--- src/rtl/ctrl_pkg.sv ---
// Shared constants for the multi-cycle RV32I control unit: opcode classes,
// FSM state encoding, datapath mux/ALU encodings and the retirement rule.
package ctrl_pkg;

    // RV32I major opcodes (instruction bits [6:0])
    localparam logic [6:0] OPC_R      = 7'b0110011;
    localparam logic [6:0] OPC_I_ALU  = 7'b0010011;
    localparam logic [6:0] OPC_LOAD   = 7'b0000011;
    localparam logic [6:0] OPC_STORE  = 7'b0100011;
    localparam logic [6:0] OPC_BRANCH = 7'b1100011;
    localparam logic [6:0] OPC_JAL    = 7'b1101111;
    localparam logic [6:0] OPC_JALR   = 7'b1100111;
    localparam logic [6:0] OPC_LUI    = 7'b0110111;
    localparam logic [6:0] OPC_AUIPC  = 7'b0010111;
    localparam logic [6:0] OPC_SYSTEM = 7'b1110011;

    // Encodings 6 and 7 are unused and treated as a corrupted state
    typedef enum logic [2:0] {
        S_FETCH  = 3'd0,
        S_DECODE = 3'd1,
        S_EXEC   = 3'd2,
        S_MEM    = 3'd3,
        S_WB     = 3'd4,
        S_HALT   = 3'd5
    } state_t;

    // ALU operand A select
    localparam logic [1:0] SRC_A_PC     = 2'b00;
    localparam logic [1:0] SRC_A_RS1    = 2'b01;
    localparam logic [1:0] SRC_A_OLD_PC = 2'b10;

    // ALU operand B select
    localparam logic [1:0] SRC_B_RS2  = 2'b00;
    localparam logic [1:0] SRC_B_FOUR = 2'b01;
    localparam logic [1:0] SRC_B_IMM  = 2'b10;

    // ALU operation
    localparam logic [1:0] ALU_ADD   = 2'b00;
    localparam logic [1:0] ALU_SUB   = 2'b01;
    localparam logic [1:0] ALU_FUNCT = 2'b10;
    localparam logic [1:0] ALU_PASSB = 2'b11;

    // Register file write-back source
    localparam logic [1:0] WB_ALU = 2'b00;
    localparam logic [1:0] WB_MEM = 2'b01;
    localparam logic [1:0] WB_PC  = 2'b10;
    localparam logic [1:0] WB_IMM = 2'b11;

    // An instruction retires whenever the FSM re-enters FETCH from elsewhere
    function automatic logic retires(input state_t cur, input state_t nxt);
        return (nxt == S_FETCH) && (cur != S_FETCH);
    endfunction

endpackage

--- src/rtl/mem_wait_timer.sv ---
// Counts memory wait cycles of one access and flags when the wait limit is
// reached with the memory still not ready. LIMIT of 0 disables the timeout.
module mem_wait_timer #(
    parameter int LIMIT = 15
) (
    input  logic clk,
    input  logic rst_n,
    input  logic enable,
    input  logic done,
    input  logic clear,
    output logic expired
);

    localparam int CW = (LIMIT > 0) ? $clog2(LIMIT + 1) : 1;

    logic [CW-1:0] count;

    // Wait-cycle counter: restarts on reset, handshake or state change, holds at the limit
    always_ff @(posedge clk) begin
        if (!rst_n || clear || done) begin
            count <= '0;
        end else if (enable && (count != CW'(LIMIT))) begin
            count <= count + 1'b1;
        end
    end

    assign expired = (LIMIT != 0) && enable && (count == CW'(LIMIT));

endmodule

--- src/rtl/multicycle_control.sv ---
// Multi-cycle RV32I control FSM: steps each instruction through
// FETCH/DECODE/EXEC/MEM/WB, drives datapath selects, handles the memory
// ready handshake with a wait timeout, and counts retired instructions.
module multicycle_control
    import ctrl_pkg::*;
#(
    parameter int MEM_TIMEOUT = 15,
    parameter bit SYSTEM_HALT = 1'b1,
    parameter int CNT_W       = 32
) (
    input  logic             clk,
    input  logic             rst_n,
    input  logic [6:0]       opcode,
    input  logic             mem_ready,
    input  logic             branch_taken,
    output logic             mem_req,
    output logic             mem_we,
    output logic             ir_write,
    output logic             pc_write,
    output logic             pc_src,
    output logic [1:0]       alu_src_a,
    output logic [1:0]       alu_src_b,
    output logic [1:0]       alu_op,
    output logic             reg_write,
    output logic [1:0]       wb_sel,
    output logic             branch,
    output logic [2:0]       state,
    output logic             illegal,
    output logic             timeout,
    output logic             halted,
    output logic [CNT_W-1:0] instret
);

    state_t           state_q, state_d;
    logic [6:0]       opc_q;
    logic             illegal_q, timeout_q;
    logic [CNT_W-1:0] instret_q;
    logic             set_illegal, set_timeout;
    logic             expired;

    // Ungated control values; forced to zero during reset at the ports
    logic       c_mem_req, c_mem_we, c_ir_write, c_pc_write, c_pc_src;
    logic       c_reg_write, c_branch;
    logic [1:0] c_alu_src_a, c_alu_src_b, c_alu_op, c_wb_sel;

    mem_wait_timer #(
        .LIMIT (MEM_TIMEOUT)
    ) u_timer (
        .clk     (clk),
        .rst_n   (rst_n),
        .enable  (c_mem_req && !mem_ready),
        .done    (c_mem_req && mem_ready),
        .clear   (state_d != state_q),
        .expired (expired)
    );

    // Next-state and per-state control decode
    always_comb begin
        state_d     = state_q;
        set_illegal = 1'b0;
        set_timeout = 1'b0;
        c_mem_req   = 1'b0;
        c_mem_we    = 1'b0;
        c_ir_write  = 1'b0;
        c_pc_write  = 1'b0;
        c_pc_src    = 1'b0;
        c_reg_write = 1'b0;
        c_branch    = 1'b0;
        c_alu_src_a = SRC_A_PC;
        c_alu_src_b = SRC_B_RS2;
        c_alu_op    = ALU_ADD;
        c_wb_sel    = WB_ALU;

        case (state_q)
            S_FETCH: begin
                c_mem_req   = 1'b1;
                c_alu_src_a = SRC_A_PC;
                c_alu_src_b = SRC_B_FOUR;
                c_alu_op    = ALU_ADD;
                if (mem_ready) begin
                    c_ir_write = 1'b1;
                    c_pc_write = 1'b1;
                    c_pc_src   = 1'b0;
                    state_d    = S_DECODE;
                end else if (expired) begin
                    state_d     = S_HALT;
                    set_timeout = 1'b1;
                end
            end
            S_DECODE: begin
                // Precompute the branch/jump target into ALUOut
                c_alu_src_a = SRC_A_OLD_PC;
                c_alu_src_b = SRC_B_IMM;
                c_alu_op    = ALU_ADD;
                case (opcode)
                    OPC_R, OPC_I_ALU, OPC_LOAD, OPC_STORE, OPC_BRANCH,
                    OPC_JAL, OPC_JALR, OPC_LUI, OPC_AUIPC:
                        state_d = S_EXEC;
                    OPC_SYSTEM:
                        state_d = SYSTEM_HALT ? S_HALT : S_FETCH;
                    default: begin
                        state_d     = S_HALT;
                        set_illegal = 1'b1;
                    end
                endcase
            end
            S_EXEC: begin
                case (opc_q)
                    OPC_R: begin
                        c_alu_src_a = SRC_A_RS1;
                        c_alu_src_b = SRC_B_RS2;
                        c_alu_op    = ALU_FUNCT;
                        state_d     = S_WB;
                    end
                    OPC_I_ALU: begin
                        c_alu_src_a = SRC_A_RS1;
                        c_alu_src_b = SRC_B_IMM;
                        c_alu_op    = ALU_FUNCT;
                        state_d     = S_WB;
                    end
                    OPC_LOAD, OPC_STORE: begin
                        c_alu_src_a = SRC_A_RS1;
                        c_alu_src_b = SRC_B_IMM;
                        c_alu_op    = ALU_ADD;
                        state_d     = S_MEM;
                    end
                    OPC_BRANCH: begin
                        c_alu_src_a = SRC_A_RS1;
                        c_alu_src_b = SRC_B_RS2;
                        c_alu_op    = ALU_SUB;
                        c_branch    = 1'b1;
                        c_pc_write  = branch_taken;
                        c_pc_src    = 1'b1;
                        state_d     = S_FETCH;
                    end
                    OPC_JAL: begin
                        c_pc_write  = 1'b1;
                        c_pc_src    = 1'b1;
                        c_reg_write = 1'b1;
                        c_wb_sel    = WB_PC;
                        state_d     = S_FETCH;
                    end
                    OPC_JALR: begin
                        c_alu_src_a = SRC_A_RS1;
                        c_alu_src_b = SRC_B_IMM;
                        c_alu_op    = ALU_ADD;
                        c_pc_write  = 1'b1;
                        c_pc_src    = 1'b0;
                        c_reg_write = 1'b1;
                        c_wb_sel    = WB_PC;
                        state_d     = S_FETCH;
                    end
                    OPC_LUI: begin
                        c_reg_write = 1'b1;
                        c_wb_sel    = WB_IMM;
                        c_alu_op    = ALU_PASSB;
                        state_d     = S_FETCH;
                    end
                    OPC_AUIPC: begin
                        c_alu_src_a = SRC_A_OLD_PC;
                        c_alu_src_b = SRC_B_IMM;
                        c_alu_op    = ALU_ADD;
                        state_d     = S_WB;
                    end
                    default: begin
                        // Only legal opcodes reach EXEC; anything else means corruption
                        state_d     = S_HALT;
                        set_illegal = 1'b1;
                    end
                endcase
            end
            S_MEM: begin
                c_mem_req = 1'b1;
                c_mem_we  = (opc_q == OPC_STORE);
                if (mem_ready) begin
                    state_d = (opc_q == OPC_LOAD) ? S_WB : S_FETCH;
                end else if (expired) begin
                    state_d     = S_HALT;
                    set_timeout = 1'b1;
                end
            end
            S_WB: begin
                c_reg_write = 1'b1;
                c_wb_sel    = (opc_q == OPC_LOAD) ? WB_MEM : WB_ALU;
                state_d     = S_FETCH;
            end
            S_HALT: begin
                state_d = S_HALT;
            end
            default: begin
                state_d     = S_HALT;
                set_illegal = 1'b1;
            end
        endcase
    end

    // State register, opcode latch, sticky flags and retirement counter
    always_ff @(posedge clk) begin
        if (!rst_n) begin
            state_q   <= S_FETCH;
            opc_q     <= '0;
            illegal_q <= 1'b0;
            timeout_q <= 1'b0;
            instret_q <= '0;
        end else begin
            state_q <= state_d;
            if (state_q == S_DECODE) begin
                opc_q <= opcode;
            end
            if (set_illegal) begin
                illegal_q <= 1'b1;
            end
            if (set_timeout) begin
                timeout_q <= 1'b1;
            end
            if (retires(state_q, state_d)) begin
                instret_q <= instret_q + CNT_W'(1);
            end
        end
    end

    // Port drive: everything reads as zero while reset is held
    always_comb begin
        mem_req   = 1'b0;
        mem_we    = 1'b0;
        ir_write  = 1'b0;
        pc_write  = 1'b0;
        pc_src    = 1'b0;
        alu_src_a = 2'b00;
        alu_src_b = 2'b00;
        alu_op    = 2'b00;
        reg_write = 1'b0;
        wb_sel    = 2'b00;
        branch    = 1'b0;
        state     = 3'd0;
        illegal   = 1'b0;
        timeout   = 1'b0;
        halted    = 1'b0;
        instret   = '0;
        if (rst_n) begin
            mem_req   = c_mem_req;
            mem_we    = c_mem_we;
            ir_write  = c_ir_write;
            pc_write  = c_pc_write;
            pc_src    = c_pc_src;
            alu_src_a = c_alu_src_a;
            alu_src_b = c_alu_src_b;
            alu_op    = c_alu_op;
            reg_write = c_reg_write;
            wb_sel    = c_wb_sel;
            branch    = c_branch;
            state     = state_q;
            illegal   = illegal_q;
            timeout   = timeout_q;
            halted    = (state_q == S_HALT);
            instret   = instret_q;
        end
    end

endmodule

--- config.mk ---
export PLATFORM = sky130hd
export DESIGN_NAME = multicycle_control
export DESIGN_NICKNAME = d
export VERILOG_FILES = /design/src/rtl/ctrl_pkg.sv /design/src/rtl/mem_wait_timer.sv /design/src/rtl/multicycle_control.sv
export SDC_FILE = /design/constraint.sdc
export NUM_CORES = 1
export LEC_CHECK = 0
export CAP_MARGIN = 20
export CORE_MARGIN = 2
export CORE_UTILIZATION = 28
export DETAILED_ROUTE_END_ITERATION = 7
export SETUP_SLACK_MARGIN = 0.3
export SYNTH_ARGS = -nofsm -noshare
export SYNTH_HDL_FRONTEND = slang
export SYNTH_HIERARCHICAL = 1
export SYNTH_SLANG_ARGS = --single-unit
--- constraint.sdc ---
create_clock -name clk -period 3.41 [get_ports clk]
set_input_delay 0.682 -clock clk [delete_from_list [all_inputs] [get_ports clk]]
set_output_delay 0.682 -clock clk [all_outputs]
set_load 0.005 [all_outputs]
# Word-level counts from Yosys, hierarchy flattened
# Cells that the tools add are included.
[classes]
n_addsub = 2
n_mul = 0
n_div = 0
n_lt_le_gt_ge = 0
n_eq_ne = 27
n_shift = 0
mux = 50
bitwise_logic = 0
n_reduce_logical = 26
[ops]
columns = ["cell", "n"]
rows = [
  ["7-bit equality test, second input constant", 7],
  ["7-bit by 6-bit equality test with 1-bit output, second input constant", 6],
  ["32-bit by 1-bit adder with 32-bit output, second input constant", 1],
  ["32-bit two-way mux", 1],
  ["7-bit by 5-bit equality test with 1-bit output, second input constant", 4],
  ["1-bit two-way mux", 25],
  ["3-bit two-way mux", 6],
  ["9-bit OR reduction", 2],
  ["2-bit one-hot mux with 2 select lines", 4],
  ["3-bit one-hot mux with 5 select lines", 1],
  ["7-bit by 2-bit equality test with 1-bit output, second input constant", 2],
  ["2-bit two-way mux", 6],
  ["2-bit one-hot mux with 3 select lines", 2],
  ["10-bit OR reduction", 1],
  ["2-bit OR reduction", 5],
  ["3-bit one-hot mux with 3 select lines", 1],
  ["4-bit OR reduction", 2],
  ["3-bit by 2-bit equality test with 1-bit output, second input constant", 2],
  ["3-bit equality test, second input constant", 2],
  ["3-bit logical NOT", 2],
  ["1-bit one-hot mux with 2 select lines", 3],
  ["3-bit OR reduction", 2],
  ["6-bit OR reduction", 1],
  ["1-bit logical AND", 5],
  ["other kinds (10)", 12],
]
[totals]
ff_bits = 48
latch_bits = 0
ram_bits = 0
romBits = 0
inputBits = 11
output_inout_bits = 53
word_cells = 111
mem_count = 0

# Longest topological paths before layout
[depth]
depth_word = 11
mapped_depth = 13
ltp_nobuf = 11

# Modules after synthesis
# The synthesis kept the hierarchy.
[by_module_without_submodules]
columns = ["mod", "n_inst", "cells_each", "area_per_inst_um2", "seq_area_each_um2"]
rows = [
  ["multicycle_control", 1, 379, 3631.0, 880.8],
  ["mem_wait_timer", 1, 23, 195.2, 80.1],
]

# Worst setup path before layout
# Ideal clock, no wire load.
[synth_timing]
path_type = "flip-flop to flip-flop"
startpoint = "reg state_q[2]"
endpoint = "reg u_timer.count[2]"
setup_time_ns = 0.078
t_arrival_ns = 2.836
required_ns = 3.332
slack_ns = 0.497
stages_incl_launch_ff = 14
cell_sequence = "dfxtp_1 buf_2 buf_1 nor3_1 nand3_1 nor2_1 nor4b_1 a41o_1 or3_1 buf_6 buf_12 a221o_1 or3b_1 nor3_1"
[synth_via]
elab_chain_len = 11
[synth_lines]
columns = ["item", "line", "source"]
rows = [
  ["start, declared", "multicycle_control.sv:34", "state_t state_q, state_d;"],
  ["start signal, assigned", "multicycle_control.sv:206", "state_q <= state_d;"],
  ["3-bit by 2-bit equality test with 1-bit output / 3-bit logical NOT (equally long branches)", "multicycle_control.sv:74", "case (state_q)"],
  ["2-bit OR reduction (no line) (*)", "-", ""],
  ["1-bit two-way mux (*)", "multicycle_control.sv:74", ""],
  ["1-bit logical AND (*)", "multicycle_control.sv:51", ".enable (c_mem_req && !mem_ready),"],
  ["1-bit logical AND (*)", "mem_wait_timer.sv:27", "assign expired = (LIMIT != 0) && enable && (count == CW'(LIMIT));"],
  ["net expired", "multicycle_control.sv:39", "logic expired;"],
  ["3-bit two-way mux (*)", "multicycle_control.sv:85, multicycle_control.sv:177", ""],
  ["3-bit two-way mux, on equally long branches", "multicycle_control.sv:175, multicycle_control.sv:80", ""],
  ["3-bit one-hot mux with 5 select lines (*)", "multicycle_control.sv:74", ""],
  ["3-bit != test (*)", "multicycle_control.sv:53", ".clear (state_d != state_q),"],
  ["1-bit logical OR (*) (2 in series)", "mem_wait_timer.sv:20", "if (!rst_n || clear || done) begin"],
  ["end signal, assigned", "mem_wait_timer.sv:23", "count <= count + 1'b1;"],
  ["end, declared", "mem_wait_timer.sv:16", "logic [CW-1:0] count;"],
]
# Mark *: on every way through the listed nets, which the timed path passes. The rest lies on a longest branch.
# A chain may end at the register's enable or synchronous reset.

# Final worst setup path
[layout_timing]
startpoint = "in opcode[2]"
endpoint = "reg instret_q[4]"
[layout_via]
elab_chain_len = 6
[layout_lines]
columns = ["item", "line", "source"]
rows = [
  ["start, declared", "multicycle_control.sv:13", "input logic [6:0] opcode,"],
  ["7-bit by 6-bit equality test with 1-bit output, or another cell as far along", "multicycle_control.sv:95", "case (opcode)"],
  ["9-bit OR reduction (*)", "-", ""],
  ["3-bit two-way mux (*)", "multicycle_control.sv:95", ""],
  ["3-bit one-hot mux with 5 select lines (*)", "multicycle_control.sv:74", ""],
  ["3-bit logical NOT (*)", "ctrl_pkg.sv:51", "return (nxt == S_FETCH) && (cur != S_FETCH);"],
  ["1-bit logical AND (*)", "ctrl_pkg.sv:51", ""],
  ["end signal, assigned", "multicycle_control.sv:217", "instret_q <= instret_q + CNT_W'(1);"],
  ["end, declared", "multicycle_control.sv:37", "logic [CNT_W-1:0] instret_q;"],
]
# Every way passes the cells marked *; elsewhere a longest branch is shown, timed or not.

==> flow_metrics.tcl <==
set metrics [dict create \
    status "complete, no violations" \
    setup_viol_count_final 0 \
    nets 471 \
    grt_overflow 0 \
    synthDistinctLibCells 60 \
    path_class "input port to register" \
    vias_per_cell 4.965 \
    synth_area_leader_cell "dfxtp_1" \
    clockRootBuffer "clkbuf_16" \
    worstPathRequired_ps 3590 \
    yosys.area_share.simple_pct 47.81 \
    top_usage_layer "met2" \
    io_pins 64 \
    grt_pass1_vias 3210 \
    dpl-instance-area_sq_mm 0.004603 \
    ys.flop_type "dfxtp_1" \
    vdd_drop_max_v 0.0005639 \
    yosys.area.top_type_share_pct 25.11 \
    maxSlewHeadroom_pct 66.13 \
    clock_insertion_delay_worst_skew_ps 290 \
    crit_start "opcode[2]" \
    cts_tree "built" \
    placed_cells 625 \
    stdcell_area_sq_mm 0.004882 \
    syn_to_final_growth_pct 27.60 \
    min-delay-start "timeout_q" \
    drc 0 \
    hold-path-cell-count 1 \
    clockBufferDepth 2 \
    async_reset_ff_share_pct 0 \
    wl_um 9137 \
    yosysMostFrequentCell "dfxtp_1" \
    start_kind "input port" \
    setup_ws_ps 433.1 \
    die_w_um 120.9 \
    synthMuxAreaShare_pct 10.95 \
    min_path_type "register to register" \
    synth_top_family_by_area "simple AND/OR/NAND/NOR gates" \
    timing.rr.start "state_q[1]" \
    period_share_pct 87.30 \
    rsz0062_at_grt "true" \
    gr-usage-met1_pct 15.86 \
    final.setup.tns_ps 0 \
    syn_avg_cell_area_sq_um 9.518 \
    synthXorXnorAreaFrac_pct 0.4578 \
    cts.clk_slew.worst_paths_ps 70 \
    slew_violations 0 \
    core_sq_mm 0.01330 \
    p_leak_nw 1.723 \
    cts.sinks 48 \
    synth_area_leaders "dfxtp_1 (25%), nor4_4 (13%), mux2_1 (9.1%), nor2b_1 (7.7%), and2_1 (6.9%)" \
    numPortBuffers 63 \
    cts_hold_buf 0 \
    rows 42 \
    h-tree-depth 2 \
    synth-edff-count 0 \
    avgRoutedWirePerCell_um 14.39 \
    die_area_sq_mm 0.01462 \
    syn_inst 402 \
    yosysSeqAreaShare_pct 25.11 \
    min_delay_worst_endpoint "timeout_q" \
    dp_slack_ps -71.94 \
    hold_viol 0 \
    ff2ff_setup_slack_ps 590 \
    place_hpwl_um 6581 \
    grt_pass1_wl_um 15330 \
    num_vias 3153 \
    worst-path-max-fanout 16 \
    whs_ps 458.2 \
    gp_congestion 0.8181 \
    worstRegToRegCells 10 \
    worst_pin_slew_ps 504.1 \
    yosysWarningCount 6 \
    power_density_mw_per_mm2 555.0 \
    synthAdderAreaFrac_pct 0.6540 \
    drive_gt1_share_pct 18.52 \
    met3_usage_pct 2.350 \
    crit_arrival_ps 3150 \
    diodes 0 \
    fin_cells 635 \
    start_util_pct 28.78 \
    antenna_found_initial 0 \
    finalCriticalPeriod_ps 2977 \
    firstDrtPassIters 4 \
    grt_max_degree 72 \
    synth_compound_area_share_pct 7.587 \
    drtIter0Drc 130 \
    synth_nets 415 \
    grt_util_all_layers_pct 12.64 \
    ant_nets 0 \
    final_core_util_pct 36.72 \
    synth-seq-cells 48 \
    met2_usage_pct 22.23 \
    synthTopCellsByCount "dfxtp_1 (48), nor2b_1 (47), and2_1 (42)" \
    r2r-end "instret_q[14]" \
    drv_cap 0 \
    syn_area_sq_mm 0.003826 \
    fp.dieH_um 120.9 \
    fin_skew_ps 8.111 \
    finalPower_mw 2.710 \
    max_freq_mhz 335.9 \
    cts-buffers-inserted 5 \
    cp-end-kind "register" \
]
==> worst max-delay path by stage <==
stage / end / depth (start not counted)
floorplan: u_timer/count[2] / 13
global placement: instret_q[3] / 8
detailed placement: u_timer/count[2] / 9
CTS: alu_op[1] / 6
global route: u_timer/count[3] / 9
finish: instret_q[4] / 8
==> layout by cell type (no fill, tap or decap), drive strengths merged, types with 8 or more instances in the layout <==
cell type / synthesis / final
a21oi: 10 / 10
and2: 42 / 42
and3: 8 / 8
and4: 8 / 8
buf: 18 / 18
clkbuf: 15 / 8
clkdlybuf4s50: 0 / 62
dfxtp: 48 / 48
inv: 9 / 9
mux2: 31 / 31
nand2: 24 / 24
nand3: 18 / 18
nor2: 16 / 16
nor2b: 47 / 47
nor3: 11 / 11
nor4: 26 / 26
nor4b: 8 / 8
==> critical path: stages <==
cell and delay (ps):
clkdlybuf4s50_1 510, inv_1 90, a2111oi_4 430, nor3b_2 110, or3_4 450, clkbuf_16 240, nor4_4 290, mux2_1 350
==> per-layer routing <==
layer | part of all wire, % | vias to the layer above
met5 | 0 | -
met4 | 0.97 | 0
met3 | 3.7 | 7
met2 | 49 | 55
met1 | 46 | 1542
li1 | - | 1549
==> layout make-up <==
class                   instances  area (sq um)
well taps                     176         220.2
multi-input cells             312          2674
clock buffers                   6         138.9
fillers                      1331          8413
repair buffers                 82         840.8
flip-flops and latches         48         964.7
inverters                       9         33.78
clock inverters                 2         10.01
==> report_power, final <==
| group | switching, mW | internal, mW |
|---|---|---|
| clock | 0.221 | 0.290 |
| sequential | 0.0860 | 0.610 |
| combinational | 0.931 | 0.571 |
==> sequential cells by signal, summed over array words and instances (netlist names) <==
signal and cells:
instret_q 32, opc_q 7, u_timer/count 4, state_q 3, illegal_q 1, timeout_q 1
==> cell families after synthesis <==
kind of cell             Yosys count
XOR/XNOR                           2
adder cells (fa/ha/maj)            2
buffers and inverters             42
multiplexers                      38
AO/OA/AOI/OAI                     40
flip-flops                        48
AND/OR/NAND/NOR                  230
==> timing repair <==
item / CTS / global route
gates resized for setup: 3 / 20
endpoints found under the setup margin: 33 / 43
setup buffers: 0 / 1
pin swaps: 0 / 2
gates cloned: 0 / 1
hold endpoints to repair: 0 / 0
No activity file was read; power rests on OpenSTA's default activity.
